--- src/rtl/mem_responder.sv ---
// mem_responder: single-outstanding memory responder with configurable wait
// states, an owned storage array and a preload port for loading memory
// before the processor starts.
//
// Handshake: the requester holds req (with we/addr/wdata) high while the
// responder is IDLE. The request is accepted at the first edge where the
// state is IDLE, req=1 and ld_en=0. While busy=1, all request and preload
// inputs are ignored. ready=1 for exactly one cycle marks completion; rdata
// is valid in that cycle for reads and is held until the next read. A req
// still high in the IDLE cycle that follows the ready cycle starts a new
// access.
module mem_responder #(
    parameter int ADDR_W  = 8,
    parameter int DATA_W  = 8,
    parameter int LATENCY = 2
) (
    input  logic              clk,
    input  logic              rst,
    input  logic              req,
    input  logic              we,
    input  logic [ADDR_W-1:0] addr,
    input  logic [DATA_W-1:0] wdata,
    input  logic              ld_en,
    input  logic [ADDR_W-1:0] ld_addr,
    input  logic [DATA_W-1:0] ld_data,
    output logic [DATA_W-1:0] rdata,
    output logic              ready,
    output logic              busy,
    output logic [1:0]        dbg_state
);

    localparam int DEPTH = 1 << ADDR_W;

    // WAIT is entered with LATENCY-1 so the access lands exactly LATENCY
    // edges after acceptance; with LATENCY=0 WAIT is never used.
    localparam logic [3:0] CNT_INIT = (LATENCY == 0) ? 4'd0 : 4'(LATENCY - 1);

    typedef enum logic [1:0] {
        IDLE = 2'd0,
        WAIT = 2'd1,
        RESP = 2'd2
    } state_t;

    state_t state, state_nx;
    logic [3:0] cnt, cnt_nx;

    logic [ADDR_W-1:0] addr_q;
    logic              we_q;
    logic [DATA_W-1:0] wdata_q;

    // Access controls for this edge. In IDLE with LATENCY=0 the access uses
    // the live request inputs; otherwise it uses the captured copies.
    logic              capture;
    logic              access;
    logic [ADDR_W-1:0] acc_addr;
    logic              acc_we;
    logic [DATA_W-1:0] acc_wdata;

    logic              mem_wr;
    logic [ADDR_W-1:0] mem_waddr;
    logic [DATA_W-1:0] mem_wdata;

    logic [DATA_W-1:0] mem [DEPTH];

    // Next-state, wait counter and access decode.
    always_comb begin
        state_nx  = state;
        cnt_nx    = cnt;
        capture   = 1'b0;
        access    = 1'b0;
        acc_addr  = addr_q;
        acc_we    = we_q;
        acc_wdata = wdata_q;
        case (state)
            IDLE: begin
                // Preload has priority: a request alongside ld_en is dropped.
                if (req && !ld_en) begin
                    capture   = 1'b1;
                    acc_addr  = addr;
                    acc_we    = we;
                    acc_wdata = wdata;
                    if (LATENCY == 0) begin
                        access   = 1'b1;
                        state_nx = RESP;
                    end else begin
                        cnt_nx   = CNT_INIT;
                        state_nx = WAIT;
                    end
                end
            end
            WAIT: begin
                if (cnt == 4'd0) begin
                    access   = 1'b1;
                    state_nx = RESP;
                end else begin
                    cnt_nx = cnt - 4'd1;
                end
            end
            RESP: begin
                state_nx = IDLE;
            end
            default: begin
                state_nx = IDLE;
            end
        endcase
    end

    // Storage write port select; reset blocks any commit at its edge.
    always_comb begin
        mem_wr    = 1'b0;
        mem_waddr = acc_addr;
        mem_wdata = acc_wdata;
        if (!rst) begin
            if (state == IDLE && ld_en) begin
                mem_wr    = 1'b1;
                mem_waddr = ld_addr;
                mem_wdata = ld_data;
            end else if (access && acc_we) begin
                mem_wr = 1'b1;
            end
        end
    end

    // State, counter, captured request and read data registers.
    always_ff @(posedge clk) begin
        if (rst) begin
            state <= IDLE;
            cnt   <= 4'd0;
            rdata <= '0;
        end else begin
            state <= state_nx;
            cnt   <= cnt_nx;
            if (capture) begin
                addr_q  <= addr;
                we_q    <= we;
                wdata_q <= wdata;
            end
            if (access && !acc_we) begin
                rdata <= mem[acc_addr];
            end
        end
    end

    // Backing storage; deliberately not cleared by reset.
    always_ff @(posedge clk) begin
        if (mem_wr) begin
            mem[mem_waddr] <= mem_wdata;
        end
    end

    assign ready     = (state == RESP);
    assign busy      = (state != IDLE);
    assign dbg_state = state;

endmodule

--- config.mk ---
export PLATFORM = sky130hd
export DESIGN_NAME = mem_responder
export DESIGN_NICKNAME = d
export VERILOG_FILES = /design/src/rtl/mem_responder.sv
export SDC_FILE = /design/constraint.sdc
export NUM_CORES = 2
export LEC_CHECK = 0
export ABC_CLOCK_PERIOD_IN_PS = 14600
export CORE_ASPECT_RATIO = 1.1
export CORE_UTILIZATION = 25
export CTS_CLUSTER_SIZE = 25
export DETAILED_ROUTE_END_ITERATION = 10
export PLACE_DENSITY = 0.42
export SLEW_MARGIN = 20
export SYNTH_ARGS = -nofsm -noshare
export SYNTH_HDL_FRONTEND = slang
export SYNTH_SLANG_ARGS = --single-unit
export TNS_END_PERCENT = 100
--- constraint.sdc ---
create_clock -name clk -period 14.6 [get_ports clk]
set_input_delay 2.92 -clock clk [delete_from_list [all_inputs] [get_ports clk]]
set_output_delay 2.92 -clock clk [all_outputs]
set_load 0.02 [all_outputs]
# After elaboration in Yosys (flattened, before gate mapping)
# Memory sizes are Yosys's and may differ from the RTL's. A register that Yosys moved wholly into a read port is not among the register bits.
# Cells that the tools add are included.
totals:
  ff_bits: 23
  ramBits: 2048
  inputBits: 37
  out_inout_bits: 12
  wordCells: 51
  memories: 1
op_classes:
  addsub: 1
  eq_ne: 5
  mux: 25
  bitwise: 1
  reduce_logical: 13
mem_list:
  columns: ["name", "words", "width", "read_ports", "rd_clocked_by_memory_dff", "wr", "line", "source"]
  rows:
  - ["mem", 256, 8, 1, 1, 1, "63", "logic [DATA_W-1:0] mem [DEPTH];"]
ops:
  columns: ["cell", "count"]
  rows:
  - ["$mux 8", 8]
  - ["$mux 1", 11]
  - ["$mux 4", 2]
  - ["$pmux 4 s2", 1]
  - ["$ne 2x2->1 const B", 3]
  - ["$logic_and 1x1->1", 4]
  - ["$logic_not 4->1", 1]
  - ["$mux 2", 2]
  - ["$pmux 2 s2", 1]
  - ["$reduce_and 2->1", 2]
  - ["$reduce_bool 2->1", 2]
  - ["$sub 4x1->4 const B", 1]
  - ["$reduce_and 3->1", 1]
  - ["$eq 2x1->1 const B", 1]
  - ["$eq 2x2->1 const B", 1]
  - ["$logic_not 1->1", 2]
  - ["$logic_not 2->1", 1]
  - ["$not 1->1", 1]

# Logic depth before layout (Yosys ltp)
logic_depth:
  depth_word: 10
  depth_mapped: 15
  mapped_depth_nobuf: 10

# Worst setup path before layout
# Ideal clock, no wire load.
synth_path:
  path_kind: "input to register"
  startpoint: "input port ld_en"
  endpoint: "memory mem[0][0], data pin"
  setup_time_ns: 1.731
  t_arrival_ns: 11.592
  required_time_ns: 12.869
  setup_slack_ns: 1.276
  stages: 5
  path_buffers: 2
  path_cell_list: "nor4b_4 > buf_4 > buf_1 > nand2_1 > a31oi_1"
synth_between:
  elab_chain_len: 6
  word_cells_on_any_way: 7
  classes_between: "4 x mux; 3 x reduce/logical"
synth_lines:
  columns: ["element", "line", "source"]
  rows:
  - ["start, declared", "23", "input logic ld_en,"]
  - ["$logic_not 1->1", "77", "if (req && !ld_en) begin"]
  - ["$logic_and 1x1->1", "77", null]
  - ["$mux 8", "77", null]
  - ["$mux 8", "74", "case (state)"]
  - ["$mux 8", "114", "if (state == IDLE && ld_en) begin"]
  - ["$mux 8 (*)", "113", "if (!rst) begin"]
  - ["net mem_wdata[0]", "61", "logic [DATA_W-1:0] mem_wdata;"]
  - ["end, declared", "63", null]
# Mark *: on every way through the listed nets, which the timed path passes. The rest lies on a longest branch.

# Worst setup path after layout
layout_path:
  startpoint: "input port ld_en"
  endpoint: "register rdata[5], read port of mem"
layout_between:
  elab_chain_len: 6
  word_cells_on_any_way: 8
  classes_between: "4 x mux; 4 x reduce/logical"
layout_lines:
  columns: ["element", "line", "source"]
  rows:
  - ["$logic_not 1->1 (*)", "77", null]
  - ["$logic_and 1x1->1 (*)", "77", null]
  - ["$mux 1", "77", null]
  - ["$mux 1", "74", null]
  - ["$logic_not 1->1", "138", "if (access && !acc_we) begin"]
  - ["$logic_and 1x1->1", "138", null]
  - ["end, declared", "26", "output logic [DATA_W-1:0] rdata,"]
# Every way passes the cells marked *; elsewhere a longest branch is shown, timed or not.
# A chain may end at the register's enable or synchronous reset.

==> reports/metrics.yaml <==
worst_setup_path:
  critical_path.slowest_cell: "buf_4"
  cp_slowest_stage_delay_ps: 760
  startpoint_type: "primary input"
  endpoint_kind: "flop"
  crit_chain: "clkdlybuf4s50_1 > nor4b_4 > buf_4 > mux2i_4 > buf_12 > buf_12 > buf_4 > mux4_2 > nor3b_1 > a21oi_1 > o21ai_1 > or4_1 > nor3_2 > a21boi_1"
  worst_r2r_endpoint: "rdata[5]"
  crit_required_ps: 15330
  regToRegSetupSlack_ps: 8510
  path_class: "in -> reg"
  r2r-start: "dbg_state[1]"
  critPathMaxFanout: 78
  rr_worst_depth: 13
  critical_path_arrival_ps: 8870
global_route:
  grt_pass1_wl_mm: 391
  antenna_found_initial: 8
  grt_pass1_vias: 49200
  overflow: 0
  grtUsageTotal: 0.165
  grt_max_degree: 186
power_and_ir_drop:
  p_per_area_mw_per_mm2: 138
  comb_power_share: 0.071
  leakage_nw: 30.0
  peakVddDrop_mv: 0.0963
  switchingPower_w: 0.00311
  power.total_w: 0.0131
  clockPowerShare: 0.419
  p_int_w: 0.0100
  swShare: 0.236
  p_seq_frac: 0.509
placement:
  dpl_cell_area_mm2: 0.0880
  dpl.hpwl_mm: 167
  place_congestion: 0.816
  portBuffers: 48
floorplanning:
  io_pins: 49
  die_area_mm2: 0.331
  floorplan.initialDensity: 0.251
  rows: 220
  die_y_um: 603
  core_area_mm2: 0.326
  fp.dieW_um: 548
timing:
  timing.fmax_mhz: 123
  skew_ps: 58.0
  layout_min_cycle_time_ps: 8140
  fin_tns_setup_ps: 0
  max_slew.worst_pin.slew_ps: 1240
  final_hold_viol_count: 0
  rsz0062_at_grt: "no"
  setup_violations: 0
  period_share: 0.558
  maxSlewViolCount: 0
  max-slew-margin-rel: 0.176
  whs_ps: 516
routing:
  wl_mm: 278
  drcViolationCount: 0
  wire_per_inst_um: 26.9
  first_pass_iters: 5
  vias_per_cell: 4.84
  num_vias: 50000
  final_antenna_net_count: 0
  drtIter0Drc: 4677
yosys:
  syn_area_per_cell_um2: 14.2
  yosys-top-cells-area: "edfxtp_1, nand2_1, nand3_1"
  syn_inst: 5772
  synth_top_flop_cell: "edfxtp_1"
  ys_seq_area_frac: 0.759
  synth_edf_count: 2065
  ys_ff_latch: 2079
  yosysWarnings: 0
  synth_fp_nets: 5810
  yosysUniqueCellTypes: 66
  yosysMostFrequentCell: "edfxtp_1"
  yosys-top-cells-count: "edfxtp_1, nand2_1, nand3_1, nor2_1, buf_2"
  netlist_area_mm2: 0.0821
  synth_top_area_share: 0.755
  synth_top_area_cell: "edfxtp_1"
  synthArstFlopShare: 0
min_path:
  hold_path_end: "cnt[0]"
  min_from: "cnt[0]"
  hold_path_class: "reg -> reg"
  hold_path_depth: 1
clock_tree:
  insertion_delay_ps: 890
  ctsResizeCount: 0
  holdBufCountCts: 0
  cts_root_buffer: "clkbuf_16"
  clock_sinks: 2079
  cts_tree: "done"
  cts_made_buffers: 220
  clockBufferDepth: 4
  cts_max_level: 4
  clk_pin_slew_worst_paths_ps: 70
  postCtsSetupBuffers: 0
final_layout:
  num-fill-cells: 33000
  post-route-util: 0.291
  stdcell_area_mm2: 0.0950
  areaGrowthSynthToFinish_pct: 15.7
  nets: 5858
  drive_above_1_share: 0.101
job:
  cap_viol_max_count: 0
run_status:
  status: "complete, no violations"
-- cell type report --
class / instances / area, um^2 / area share
Antenna cell: 4 / 10.0 / 0.000105
Clock buffer: 266 / 5680 / 0.0598
Clock inverter: 128 / 1190 / 0.0125
Inverter: 3 / 11.3 / 0.000119
Multi-Input combinational cell: 3331 / 18600 / 0.196
Sequential cell: 2079 / 62300 / 0.656
Tap cell: 4329 / 5420 / 0.0570
Timing Repair Buffer: 185 / 1740 / 0.0183
-- flip-flops by register name, indices dropped and copies added (netlist names) --
register and flops:
cnt 4, addr_q 8, mem 2048, we_q 1, wdata_q 8, rdata 8
dbg_state 2
-- through the flow --
| stage | worst slack (ps) | std cells |
|---|---|---|
| 4_1_cts | 6580 | 10300 |
| 3_3_place_gp | 4990 | 9922 |
| 6_report | 6460 | 10300 |
| 5_1_grt | 6340 | 10300 |
| 3_5_place_dp | 5640 | 9926 |
| 2_1_floorplan | 1280 | 5772 |
-- worst max-delay path by stage --
stage,to,from
2_1_floorplan,mem[0][0],ld_en
3_3_place_gp,rdata[2],ld_en
3_5_place_dp,rdata[5],ld_en
4_1_cts,rdata[5],ld_en
5_1_grt,rdata[5],ld_en
6_report,rdata[5],ld_en
-- layer usage --
layer	vias to the layer above	global-route usage	wire length, um
met5	-	0	0
met4	0	0.0631	11100
met3	383	0.0184	13200
met2	1472	0.278	136000
met1	26300	0.216	118000
li1	21800	-	-
-- power by group through the flow --
stage          Sequential, W  Combinational (W)  Clock [W]
2_1_floorplan        0.00692           0.000480          0
6_report             0.00669           0.000935    0.00550
4_1_cts              0.00669           0.000950    0.00561
3_5_place_dp         0.00682           0.000949          0
3_3_place_gp         0.00682           0.000943          0
5_1_grt              0.00669           0.000994    0.00582
-- worst max-delay path, delay by kind of cell --
family | cells | cell delay (ps)
buffers and inverters | 5 | 2420
muxes | 2 | 960
AOI/OAI and AO/OA | 3 | 630
and+or+nand+nor | 4 | 1600
-- layout by cell type, fill, tap and decap left out, types with 101 or more instances in the layout --
master,netlist,layout
clkbuf_16,0,220
edfxtp_1,2065,2065
nand2_1,1498,1497
mux2i_1,112,105
buf_4,11,117
mux4_2,106,106
a31oi_1,138,130
nor2_1,314,291
a21oi_1,101,101
nand3_1,574,570
-- logic make-up after synthesis --
logic type                 count (synthesis)  synth area share
AOI/OAI and AO/OA                        509            0.0432
xor gates and xnor gates                   2          0.000213
adders and majority gates                  1          0.000152
buffers and inverters                    362            0.0198
DFF                                     2079             0.759
muxes                                    225            0.0437
and+or+nand+nor                         2594             0.134
(Power assumes the default switching activity.)
